File: src/rtl/riscv_defs.sv
// Shared RISC-V load/store encodings and data-memory controller types.
package riscv_defs;

  localparam int NB_FUNCT3   = 3;
  localparam int NB_BYTE_OFS = 2;

  localparam logic [NB_FUNCT3-1:0] F3_LB  = 3'b000;
  localparam logic [NB_FUNCT3-1:0] F3_LH  = 3'b001;
  localparam logic [NB_FUNCT3-1:0] F3_LW  = 3'b010;
  localparam logic [NB_FUNCT3-1:0] F3_LBU = 3'b100;
  localparam logic [NB_FUNCT3-1:0] F3_LHU = 3'b101;
  localparam logic [NB_FUNCT3-1:0] F3_SB  = 3'b000;
  localparam logic [NB_FUNCT3-1:0] F3_SH  = 3'b001;
  localparam logic [NB_FUNCT3-1:0] F3_SW  = 3'b010;

  typedef enum logic [2:0] {
    IDLE, RD_WAIT, RMW_READ, RMW_WRITE, RESP
  } dmem_state_t;

  typedef enum logic [1:0] {SZ_B, SZ_H, SZ_W} dmem_size_t;

  // Access size; any code that is not a known byte/halfword op acts as a word op.
  function automatic dmem_size_t dmem_size(input logic wr, input logic [NB_FUNCT3-1:0] f3);
    if (f3 == F3_LB || (!wr && f3 == F3_LBU))      return SZ_B;
    else if (f3 == F3_LH || (!wr && f3 == F3_LHU)) return SZ_H;
    else                                           return SZ_W;
  endfunction

endpackage

File: src/rtl/dmem_byte_merge.sv
// Replaces the byte/halfword lanes of an old SRAM word with store data at a byte offset.
module dmem_byte_merge
  import riscv_defs::*;
#(
  parameter int NB_WORD = 32
) (
  input  logic [NB_WORD-1:0]     i_old,
  input  logic [NB_WORD-1:0]     i_data,
  input  logic [NB_BYTE_OFS-1:0] i_ofs,
  input  logic [1:0]             i_size,
  output logic [NB_WORD-1:0]     o_word
);

  logic [NB_WORD-1:0] lane_mask, mask_sh, data_sh;

  always_comb begin
    case (i_size)
      SZ_B:    lane_mask = NB_WORD'(8'hFF);
      SZ_H:    lane_mask = NB_WORD'(16'hFFFF);
      default: lane_mask = '1;
    endcase
    mask_sh = lane_mask << {i_ofs, 3'b000};
    data_sh = i_data << {i_ofs, 3'b000};
    o_word  = (i_old & ~mask_sh) | (data_sh & mask_sh);
  end

endmodule

File: src/rtl/dmem_rmw_ctrl.sv
// Data-memory controller: aligned loads/stores to a 1-cycle SRAM, sub-word stores via read-modify-write.
module dmem_rmw_ctrl
  import riscv_defs::*;
#(
  parameter int NB_WORD      = 32,
  parameter int NB_ADDR      = 32,
  parameter int DEPTH_WORDS  = 1024,
  localparam int NB_SRAM_ADDR = $clog2(DEPTH_WORDS)
) (
  input  logic                    i_clock,
  input  logic                    i_reset,
  input  logic                    i_req_valid,
  output logic                    o_req_ready,
  input  logic                    i_req_wr,
  input  logic [NB_ADDR-1:0]      i_req_addr,
  input  logic [NB_WORD-1:0]      i_req_wdata,
  input  logic [NB_FUNCT3-1:0]    i_req_funct3,
  output logic                    o_rsp_valid,
  output logic [NB_WORD-1:0]      o_rsp_rdata,
  output logic                    o_misaligned,
  output logic                    o_fault,
  output logic                    o_sram_en,
  output logic                    o_sram_we,
  output logic [NB_SRAM_ADDR-1:0] o_sram_addr,
  output logic [NB_WORD-1:0]      o_sram_wdata,
  input  logic [NB_WORD-1:0]      i_sram_rdata
);

  localparam int NB_LOC = NB_SRAM_ADDR + NB_BYTE_OFS;

  dmem_state_t            state_q, state_d;
  logic [NB_LOC-1:0]      addr_q;
  logic [NB_WORD-1:0]     wdata_q;
  logic [NB_FUNCT3-1:0]   funct3_q;
  logic                   wr_q, mis_q, flt_q;

  logic                   req_go, req_flt, req_mis;
  dmem_size_t             req_size, cur_size;
  logic [NB_ADDR-1:0]     addr_hi;
  logic [NB_WORD-1:0]     rd_sh, ld_data, merged;

  // Outputs are forced idle while reset is high, so an in-flight RMW write is dropped.
  assign req_go   = i_req_valid && (state_q == IDLE) && !i_reset;
  assign req_size = dmem_size(i_req_wr, i_req_funct3);
  assign addr_hi  = i_req_addr >> NB_LOC;
  assign req_flt  = |addr_hi;
  assign req_mis  = ((req_size == SZ_H) && i_req_addr[0]) ||
                    ((req_size == SZ_W) && (i_req_addr[1:0] != 2'b00));
  assign cur_size = dmem_size(wr_q, funct3_q);

  always_ff @(posedge i_clock) begin
    if (i_reset) begin
      state_q  <= IDLE;
      addr_q   <= '0;
      wdata_q  <= '0;
      funct3_q <= '0;
      wr_q     <= 1'b0;
      mis_q    <= 1'b0;
      flt_q    <= 1'b0;
    end else begin
      state_q <= state_d;
      if (req_go) begin
        addr_q   <= i_req_addr[NB_LOC-1:0];
        wdata_q  <= i_req_wdata;
        funct3_q <= i_req_funct3;
        wr_q     <= i_req_wr;
        mis_q    <= req_mis && !req_flt;
        flt_q    <= req_flt;
      end
    end
  end

  always_comb begin
    state_d = state_q;
    case (state_q)
      IDLE: if (req_go) begin
        if (req_flt || req_mis)   state_d = RESP;
        else if (!i_req_wr)       state_d = RD_WAIT;
        else if (req_size == SZ_W) state_d = RESP;
        else                      state_d = RMW_WRITE;
      end
      RD_WAIT:   state_d = IDLE;
      RMW_READ:  state_d = RMW_WRITE;
      RMW_WRITE: state_d = RESP;
      RESP:      state_d = IDLE;
      default:   state_d = IDLE;
    endcase
  end

  assign rd_sh = i_sram_rdata >> {addr_q[1:0], 3'b000};

  always_comb begin
    case (cur_size)
      SZ_B:    ld_data = rd_sh & NB_WORD'(8'hFF);
      SZ_H:    ld_data = rd_sh & NB_WORD'(16'hFFFF);
      default: ld_data = rd_sh;
    endcase
  end

  dmem_byte_merge #(.NB_WORD(NB_WORD)) u_merge (
    .i_old  (i_sram_rdata),
    .i_data (wdata_q),
    .i_ofs  (addr_q[1:0]),
    .i_size (cur_size),
    .o_word (merged)
  );

  always_comb begin
    o_req_ready  = 1'b0;
    o_rsp_valid  = 1'b0;
    o_rsp_rdata  = '0;
    o_misaligned = 1'b0;
    o_fault      = 1'b0;
    o_sram_en    = 1'b0;
    o_sram_we    = 1'b0;
    o_sram_addr  = '0;
    o_sram_wdata = '0;
    if (!i_reset) begin
      case (state_q)
        IDLE: begin
          o_req_ready = 1'b1;
          if (req_go && !req_flt && !req_mis) begin
            o_sram_en   = 1'b1;
            o_sram_addr = i_req_addr[NB_LOC-1:NB_BYTE_OFS];
            if (i_req_wr && req_size == SZ_W) begin
              o_sram_we    = 1'b1;
              o_sram_wdata = i_req_wdata;
            end
          end
        end
        RD_WAIT: begin
          o_rsp_valid = 1'b1;
          o_rsp_rdata = ld_data;
        end
        RMW_WRITE: begin
          o_sram_en    = 1'b1;
          o_sram_we    = 1'b1;
          o_sram_addr  = addr_q[NB_LOC-1:NB_BYTE_OFS];
          o_sram_wdata = merged;
        end
        RESP: begin
          o_rsp_valid  = 1'b1;
          o_misaligned = mis_q;
          o_fault      = flt_q;
        end
        default: ;
      endcase
    end
  end

endmodule

File: config.mk
export PLATFORM = sky130hd
export DESIGN_NAME = dmem_rmw_ctrl
export DESIGN_NICKNAME = d
export VERILOG_FILES = /design/src/rtl/riscv_defs.sv /design/src/rtl/dmem_byte_merge.sv /design/src/rtl/dmem_rmw_ctrl.sv
export SDC_FILE = /design/constraint.sdc
export NUM_CORES = 1
export LEC_CHECK = 0
export ABC_AREA = 1
export CORE_ASPECT_RATIO = 1.2
export CORE_MARGIN = 2
export CORE_UTILIZATION = 48
export CTS_CLUSTER_DIAMETER = 100
export CTS_CLUSTER_SIZE = 30
export DETAILED_ROUTE_END_ITERATION = 7
export GPL_ROUTABILITY_DRIVEN = 0
export PLACE_DENSITY = 0.88
export SYNTH_ARGS = -nofsm -noshare
export SYNTH_HDL_FRONTEND = slang
export SYNTH_SLANG_ARGS = --single-unit
export TNS_END_PERCENT = 10
File: constraint.sdc
create_clock -name i_clock -period 2.89 [get_ports i_clock]
set_clock_uncertainty 0.1 [all_clocks]
set_input_delay 0.578 -clock i_clock [delete_from_list [all_inputs] [get_ports i_clock]]
set_output_delay 0.578 -clock i_clock [all_outputs]
set_load 0.01 [all_outputs]
* After elaboration in Yosys (flattened, before gate mapping)
Cells that the tools add are included.
Widths: inputs -> output; s select.
** Operators by class
- Equality and inequality tests :: 14
- Shift operators :: 3
- Muxes and demuxes :: 35
- Bitwise gates (word level) :: 4
- Reduce and logical (&&, ||, !) cells :: 30
** Operators by type and width (number)
- $pmux 32 s2 :: 3
- $mux 32 :: 5
- $and 32x32->32 :: 2
- $shl 32x5->32 :: 2
- $not 32->32 :: 1
- $or 32x32->32 :: 1
- $shr 32x5->32 :: 1
- $mux 10 :: 2
- $pmux 10 s2 :: 1
- $reduce_or 20->1 :: 1
- $eq 3x3->1 const B :: 5
- $mux 1 :: 13
- $logic_and 1x1->1 :: 12
- $mux 3 :: 4
- $eq 3x1->1 const B :: 3
- $logic_not 3->1 :: 3
- $pmux 3 s3 :: 1
- $mux 2 :: 4
- $eq 3x2->1 const B :: 2
- $logic_or 1x1->1 :: 6
- $logic_not 1->1 :: 5
- $eq 2x1->1 const B :: 2
- $pmux 1 s2 :: 2
- $eq 2x2->1 const B :: 1
- 4 further kinds :: 4
** Storage, ports and cells
- Register bits :: 53

* Depth between registers and ports, before layout
Gate-level depths: netlist (run 1).
- Depth in word-level cells :: 13
- Gate-level depth with buffers :: 9
- Mapped depth without buffers :: 8

* Hierarchy
From an unflattened synthesis (run 1), not the netlist that was laid out.
** Unflattened totals
- Cell total of the unflattened synthesis :: 808
- Area, all modules :: 4573.1 µm²
** By module, submodules not included
- dmem_rmw_ctrl :: times used 1, cells an instance 574, area each 3555.9 µm²
- dmem_byte_merge :: times used 1, cells an instance 234, area each 1017.2 µm²

* Least setup slack after synthesis (run 1)
Ideal clock, no wire load.
- Kind :: input to output
- From :: input i_req_addr[27]
- To :: output o_sram_wdata[10]
- Arrival :: 1.619 ns
- Data required time :: 2.212 ns
- Slack :: 0.593 ns
- Cell stages on the path :: 9
- Cell sequence :: nor2_1 > nand2_1 > nor2_1 > nand2_1 > nor2_1 > buf_2 > buf_2 > nand4_1 > a21oi_1
** On the way
- Word-level cells in the longest chain between the ends :: 7
** RTL lines
- from (decl) :: line dmem_rmw_ctrl.sv:15 : input logic [NB_ADDR-1:0] i_req_addr,
- $reduce_or 20->1 :: line dmem_rmw_ctrl.sv:46 : assign req_flt = |addr_hi;
- $logic_not 1->1 :: line dmem_rmw_ctrl.sv:122 : if (req_go && !req_flt && !req_mis) begin
- $logic_and 1x1->1 (2 in series) :: line dmem_rmw_ctrl.sv:122
- $mux 32 :: line dmem_rmw_ctrl.sv:122
- $pmux 32 s2 :: line dmem_rmw_ctrl.sv:119 : case (state_q)
- $mux 32 :: line dmem_rmw_ctrl.sv:118 : if (!i_reset) begin
- to (decl) :: line dmem_rmw_ctrl.sv:25 : output logic [NB_WORD-1:0] o_sram_wdata,
No other way between the ends.

* Worst setup path in the final report (run 1)
- From :: input i_req_funct3[2]
- To :: output o_sram_addr[5]
** On the way
- Word-level cells in the longest chain between the ends :: 13
** RTL lines
- from (decl) :: line dmem_rmw_ctrl.sv:17 : input logic [NB_FUNCT3-1:0] i_req_funct3,
- $eq 3x3->1 :: line riscv_defs.sv:25 : else if (f3 == F3_LH || (!wr && f3 == F3_LHU)) return SZ_H;
- $logic_and 1x1->1 :: line riscv_defs.sv:25
- $logic_or 1x1->1 :: line riscv_defs.sv:25
- $mux 2 :: line riscv_defs.sv:25
- $mux 2 (*) :: line riscv_defs.sv:24 : if (f3 == F3_LB || (!wr && f3 == F3_LBU)) return SZ_B;
- $eq 2x1->1 or $eq 2x2->1 (tied branches) :: line dmem_rmw_ctrl.sv:47, dmem_rmw_ctrl.sv:48
- $logic_and 1x1->1 (on tied branches) :: line dmem_rmw_ctrl.sv:47, dmem_rmw_ctrl.sv:48
- $logic_or 1x1->1 (*) :: line dmem_rmw_ctrl.sv:47 : assign req_mis = ((req_size == SZ_H) && i_req_addr[0]) ||
- $logic_not 1->1 (*) :: line dmem_rmw_ctrl.sv:122
- $logic_and 1x1->1 (*) :: line dmem_rmw_ctrl.sv:122
- $mux 10 (*) :: line dmem_rmw_ctrl.sv:122
- $pmux 10 s2 (*) :: line dmem_rmw_ctrl.sv:119
- $mux 10 (*) :: line dmem_rmw_ctrl.sv:118
- to (decl) :: line dmem_rmw_ctrl.sv:24 : output logic [NB_SRAM_ADDR-1:0] o_sram_addr,
Every way passes the cells marked *; elsewhere a longest branch is shown, timed or not.

==> results of run 1 <==
==> final timing paths <==
path	from	to	slack, ns	cells after the start
hold reg to reg	wdata_q[29]	wdata_q[29]	0.36	2
setup / recovery	i_req_funct3[2]	o_sram_addr[5]	-0.07	8
setup reg to reg	state_q[1]	addr_q[2]	0.99	9
hold / removal	wdata_q[29]	wdata_q[29]	0.36	2
==> cell families after synthesis <==
family,share of synthesized area (%)
simple gates,32.6
compound gates,28.5
buf+inv,15.0
flops,23.9
==> final cells by class <==
type	instances	area, um2	area share (%)
clock buffers	5	68.8	1.01
clock inverters	3	43.8	0.641
inverters	97	364	5.33
flip-flops and latches	53	1060	15.5
well taps	120	150	2.20
repair buffers	238	2320	33.9
multi-input cells	563	2830	41.4
==> registers in the layout (all words and copies together) (netlist names) <==
name,count
addr_q,12
flt_q,1
funct3_q,3
mis_q,1
state_q,3
wdata_q,32
wr_q,1
==> power groups by stage <==
stage          registers (mW)  clock network [mW]  logic, mW
2_1_floorplan           0.813                   0      0.352
3_3_place_gp            0.821                   0      0.637
3_5_place_dp            0.823                   0      0.653
4_1_cts                 0.806               0.520      0.656
5_1_grt                 0.812               0.545      0.743
6_report                0.809               0.522      0.685
==> stage by stage <==
step | hold slack, ns | instance area (um2)
2_1_floorplan | 0.329 | 4450
6_report | 0.359 | 6840
5_1_grt | 0.379 | 6840
3_5_place_dp | 0.345 | 6570
4_1_cts | 0.360 | 6800
3_3_place_gp | 0.341 | 6570
==> worst reg2reg max path, cell delays in order, from the launching register on <==
cell and delay (ns):
dfxtp_1 0.38, inv_2 0.08, nand2_1 0.08, nor2_2 0.05
nand2_2 0.13, nor2_8 0.07, buf_12 0.16, inv_2 0.46
nand2_1 0.14, a21oi_1 0.18
==> placed cells by master (no fill, tap or decap), types with 2 or more instances in the layout <==
cell             count
buf_6                4
clkbuf_8             5
dfxtp_1             52
nand2_1            145
nand4_1             45
a21oi_2             22
nand3_1             44
clkdlybuf4s50_1    112
nor2_2               3
nor2_1              74
clkdlybuf4s15_2     12
dlymetal6s2s_1      17
buf_2               27
dlygate4sd2_1        9
buf_4               40
buf_12               9
o21ai_1              2
buf_16               2
nand2_2              6
a211oi_1            17
a21oi_1             97
inv_2                4
clkbuf_2             4
o21ai_0             89
a221oi_1             7
nand3b_1             2
inv_1               92
==> layer usage <==
| metal | vias up | global-route usage, % |
|---|---|---|
| met3 | 69 | 6.17 |
| met2 | 478 | 61.2 |
| met1 | 2809 | 41.3 |
| li1 | 2965 | - |
| met5 | - | 0 |
| met4 | 0 | 17.6 |
==> repair_timing <==
action,4_1_cts,5_1_grt
buffers inserted,2,3
gates cloned,2,1
gates resized for setup,146,72
setup endpoints to repair,46,60
pin swaps,11,25
==> flow_metrics.tcl, run 1 <==
set metrics [dict create \
    hpwl_um 13100 \
    cts_hold_buf 0 \
    antenna_left 0 \
    syn_to_final_growth_pct 53.8 \
    first_iter_violations 957 \
    yosys.area.top_type "dfxtp_1" \
    antennaDiodeCount 0 \
    p_leak_nw 3.04 \
    final_layout_size_suffix_gt1_share_pct 15.5 \
    async_reset_ff_share_pct 0 \
    antenna_found_initial 0 \
    synth_cells 774 \
    wl_met3_um 2120 \
    grt_pass1_vias 5822 \
    dieArea_um2 10100 \
    synth_cell_types 29 \
    synthTopCellsByArea "dfxtp_1 24%, a21oi_1 13%, nand2_1 12%, o21ai_0 10%, inv_1 7.8%" \
    path_max_fanout 5 \
    synthTopCellsByCount "147 x nand2_1, 119 x a21oi_1, 92 x inv_1" \
    grt_pass1_wl_um 28200 \
    post_drt_via_cell_ratio 5.86 \
    num_rows 38 \
    ys_ff_latch 53 \
    max_stage_delay_ns 0.45 \
    worstMarginPinSlew_ns 0.606 \
    pwr-share-comb_pct 34.0 \
    drv_slew 0 \
    nets 1061 \
    cts.sinks 53 \
    grt_use_total_pct 34.9 \
    worstPathRequired_ns 2.21 \
    max-cap-violations 0 \
    fill_cells 683 \
    swShare_pct 34.1 \
    yosysMostFrequentCell "nand2_1" \
    cts_root_buffer "clkbuf_8" \
    crit_path_end_kind "output pin" \
    h-tree-depth 2 \
    intPower_mw 1.33 \
    finalPower_mw 2.02 \
    coreArea_um2 9030 \
    top_layer "met4" \
    synthesis.nets 877 \
    grt_max_degree 78 \
    worst_setup_path_start_kind "primary input" \
    relSlewSlack_pct 59.5 \
    clk_path_buf_depth 2 \
    die_y_um 109 \
    setup_slack_ns -0.0658 \
    post-route-min-period_ns 2.96 \
    vdd_drop_max_v 0.000302 \
    utilization_pct 75.7 \
    hold_viol_final 0 \
    wl_per_cell_um 17.3 \
    grt.overflow.total 0 \
    wl_met2_um 8900 \
    drt-total-wl_um 18600 \
    clk_pin_slew_worst_paths_ns 0.09 \
    io_buffers 182 \
    dr_total_vias 6321 \
    cts_made_buffers 5 \
    synth-main-ff-cell "dfxtp_1" \
    critical_path_arrival_ns 2.28 \
    drc 0 \
    clockPowerShare_pct 25.9 \
    die_w_um 91.9 \
    outcome "complete, but fails checks" \
    setup_viol 3 \
    fin_setup_tns_ns -0.110 \
    seqPwrFrac_pct 40.1 \
    power_density_nw_per_um2 295 \
    initial_core_util_pct 49.2 \
    cp_top_family "buffers and inverters" \
    drt-met1-wl_um 6810 \
    slowest_stage "clkdlybuf4s50_1" \
    finalCritPeriodShare_pct 102 \
    violations "setup timing" \
    rsz0062_at_grt "yes" \
    cts_tree "done" \
    path_buf_inv 3 \
    fmax_ghz 0.338 \
    dp_cells 1063 \
    dp_slack_ns -0.405 \
    fin_cells 1079 \
    crit_chain "clkdlybuf4s50_1, a21oi_2, nand2_2, o21ai_4, buf_4, nand4_1, a21oi_1, clkdlybuf4s15_2" \
    yosys_warnings 0 \
    synth_top_area_share_pct 23.9 \
    first_pass_iters 6 \
    synth_edf_count 0 \
    worst-setup-path-type "in -> out" \
    insertion_delay_ns 0.32 \
    synth_area_per_cell_um2 5.74 \
    hp-class "reg -> reg" \
    p_switching_uw 687 \
    num_io_pins 183 \
    ys_seq_area_share_pct 23.9 \
    synth_area_um2 4450 \
]
(Power assumes the default switching activity.)
==> run 2: changes to the inputs <==
--- a/config.mk
+++ b/config.mk
@@ -8,12 +8,12 @@
 export ABC_AREA = 1
 export CORE_ASPECT_RATIO = 1.2
 export CORE_MARGIN = 2
-export CORE_UTILIZATION = 48
+export CORE_UTILIZATION = 44
 export CTS_CLUSTER_DIAMETER = 100
 export CTS_CLUSTER_SIZE = 30
 export DETAILED_ROUTE_END_ITERATION = 7
 export GPL_ROUTABILITY_DRIVEN = 0
-export PLACE_DENSITY = 0.88
+export PLACE_DENSITY = 0.82
 export SYNTH_ARGS = -nofsm -noshare
 export SYNTH_HDL_FRONTEND = slang
 export SYNTH_SLANG_ARGS = --single-unit
==> constraint.sdc (replaced) <==
create_clock -name i_clock -period 2.75 [get_ports i_clock]
set_clock_uncertainty 0.1 [all_clocks]
set_input_delay 0.55 -clock i_clock [delete_from_list [all_inputs] [get_ports i_clock]]
set_output_delay 0.55 -clock i_clock [all_outputs]
set_load 0.01 [all_outputs]
==> flow_metrics.tcl, run 2 (synthesized netlist as in run 1, its figures left out) <==
set metrics [dict create \
    grt_max_degree 56 \
    vdd_drop_max_v 0.000279 \
    antenna_left 0 \
    first_iter_violations 821 \
    outcome "finished clean" \
    syn_to_final_growth_pct 56.5 \
    fin_setup_tns_ns 0 \
    worstPathRequired_ns 2.10 \
    finalCritPeriodShare_pct 98.1 \
    coreArea_um2 9910 \
    fmax_ghz 0.371 \
    drt-total-wl_um 18400 \
    relSlewSlack_pct 57.4 \
    dp_slack_ns -0.408 \
    post-route-min-period_ns 2.70 \
    grt.overflow.total 0 \
    num_rows 40 \
    hold_viol_final 0 \
    worst-setup-path-type "in -> out" \
    power_density_nw_per_um2 330 \
    largest_reg_flops 32 \
    grt_pass1_vias 5547 \
    grt_pass1_wl_um 27200 \
    finalPower_mw 2.29 \
    final_common_cell "nand2_1" \
    nets 1065 \
    initial_core_util_pct 44.9 \
    dr_total_vias 6178 \
    path_max_fanout 2 \
    hpwl_um 12800 \
    cts_hold_buf 0 \
    hp-class "reg -> reg" \
    setup_slack_ns 0.0519 \
    final_area_um2 6960 \
    die_w_um 95.8 \
    dieArea_um2 10900 \
    antennaDiodeCount 0 \
    insertion_delay_ns 0.31 \
    antenna_found_initial 0 \
    final_layout_size_suffix_gt1_share_pct 16.1 \
    mostFrequentLayoutCells "144 x nand2_1, 102 x a21oi_1, 92 x inv_1, 86 x o21ai_0, 85 x clkdlybuf4s50_1" \
    drv_slew 0 \
    cts_made_buffers 5 \
    max-cap-violations 0 \
    io_buffers 182 \
    p_leak_nw 3.53 \
    post_drt_via_cell_ratio 5.67 \
    cts.sinks 53 \
    biggestRegsByFlops "wdata_q: 32 flops, addr_q: 12 flops" \
    setup_viol 0 \
    cts_tree "done" \
    h-tree-depth 2 \
    critical_path_arrival_ns 2.05 \
    worst_setup_path_start_kind "primary input" \
    grt_use_total_pct 31.7 \
    cts_root_buffer "clkbuf_16" \
    num_io_pins 183 \
    worstMarginPinSlew_ns 0.639 \
    clk_path_buf_depth 2 \
    drc 0 \
    whs_ns 0.363 \
    clk_pin_slew_worst_paths_ns 0.07 \
    wl_per_cell_um 16.9 \
    first_pass_iters 5 \
    crit_path_end_kind "output pin" \
    top_register "wdata_q" \
    placed_area_um2 6580 \
    die_y_um 114 \
]
[run 2: cell types whose count changed in the layout (fill, tap and decap cells not counted), sizes merged]
cell           previous run  this run
buf                      82        94
clkdlybuf4s50           112        85
bufinv                    1         0
clkinv                    2         1
clkbuf                   10        17
dlygate4sd2               9        14
dlymetal6s2s             17        38
clkdlybuf4s15            13         1
[run 2: worst paths after layout]
path	start	endpoint	slack (ns)	cells past startpoint
worst max-delay path	i_sram_rdata[12]	o_rsp_rdata[12]	0.05	5
worst min-delay path	addr_q[6]	addr_q[6]	0.36	2
worst max register to register	state_q[1]	addr_q[11]	0.87	9
worst min register to register	addr_q[6]	addr_q[6]	0.36	2
[run 2: worst max-delay path, cell delays in order]
cell and delay (ns):
clkdlybuf4s50_1 0.51, buf_4 0.13, nand2_1 0.05, a221oi_1 0.23, clkdlybuf4s50_1 0.57
[run 2: cell type report]
class,instances,area [um2]
fill,882,2950
multi-input combinational,563,2820
timing repair buffer,242,2380
sequential,53,1060
inverter,97,364
tap,126,158
clock buffer,7,153
clock inverter,1,8.76
[run 2: repair_timing]
action                                  CTS  global route
buffers inserted                          2             6
pin swaps                                10            20
endpoints found under the setup margin   54            72
gates cloned                              1             6
gates resized for setup                 194            74
[run 2: metal layers]
| metal | track usage, % | vias up | share of wire (%) | wire length [um] |
|---|---|---|---|---|
| li1 | - | 2982 | - | - |
| met1 | 38.9 | 2778 | 38 | 6960 |
| met2 | 53.5 | 365 | 48 | 8830 |
| met3 | 6.12 | 53 | 11 | 1970 |
| met4 | 13.4 | 0 | 3.5 | 652 |
| met5 | 0 | - | 0 | 0 |
[run 2: power by group]
group	total, mW	internal [mW]	leakage (nW)	switching (mW)
Clock	0.702	0.392	0.0805	0.310
Sequential	0.850	0.817	0.435	0.0336
Combinational	0.742	0.329	3.01	0.413
[run 2: through the flow]
step | instances | util [%]
after floorplan | 774 | -
after global placement | 1068 | 66.4
after detailed placement | 1068 | 66.4
after CTS | 1079 | 67.2
after global routing | 1089 | 70.2
final | 1089 | 70.2
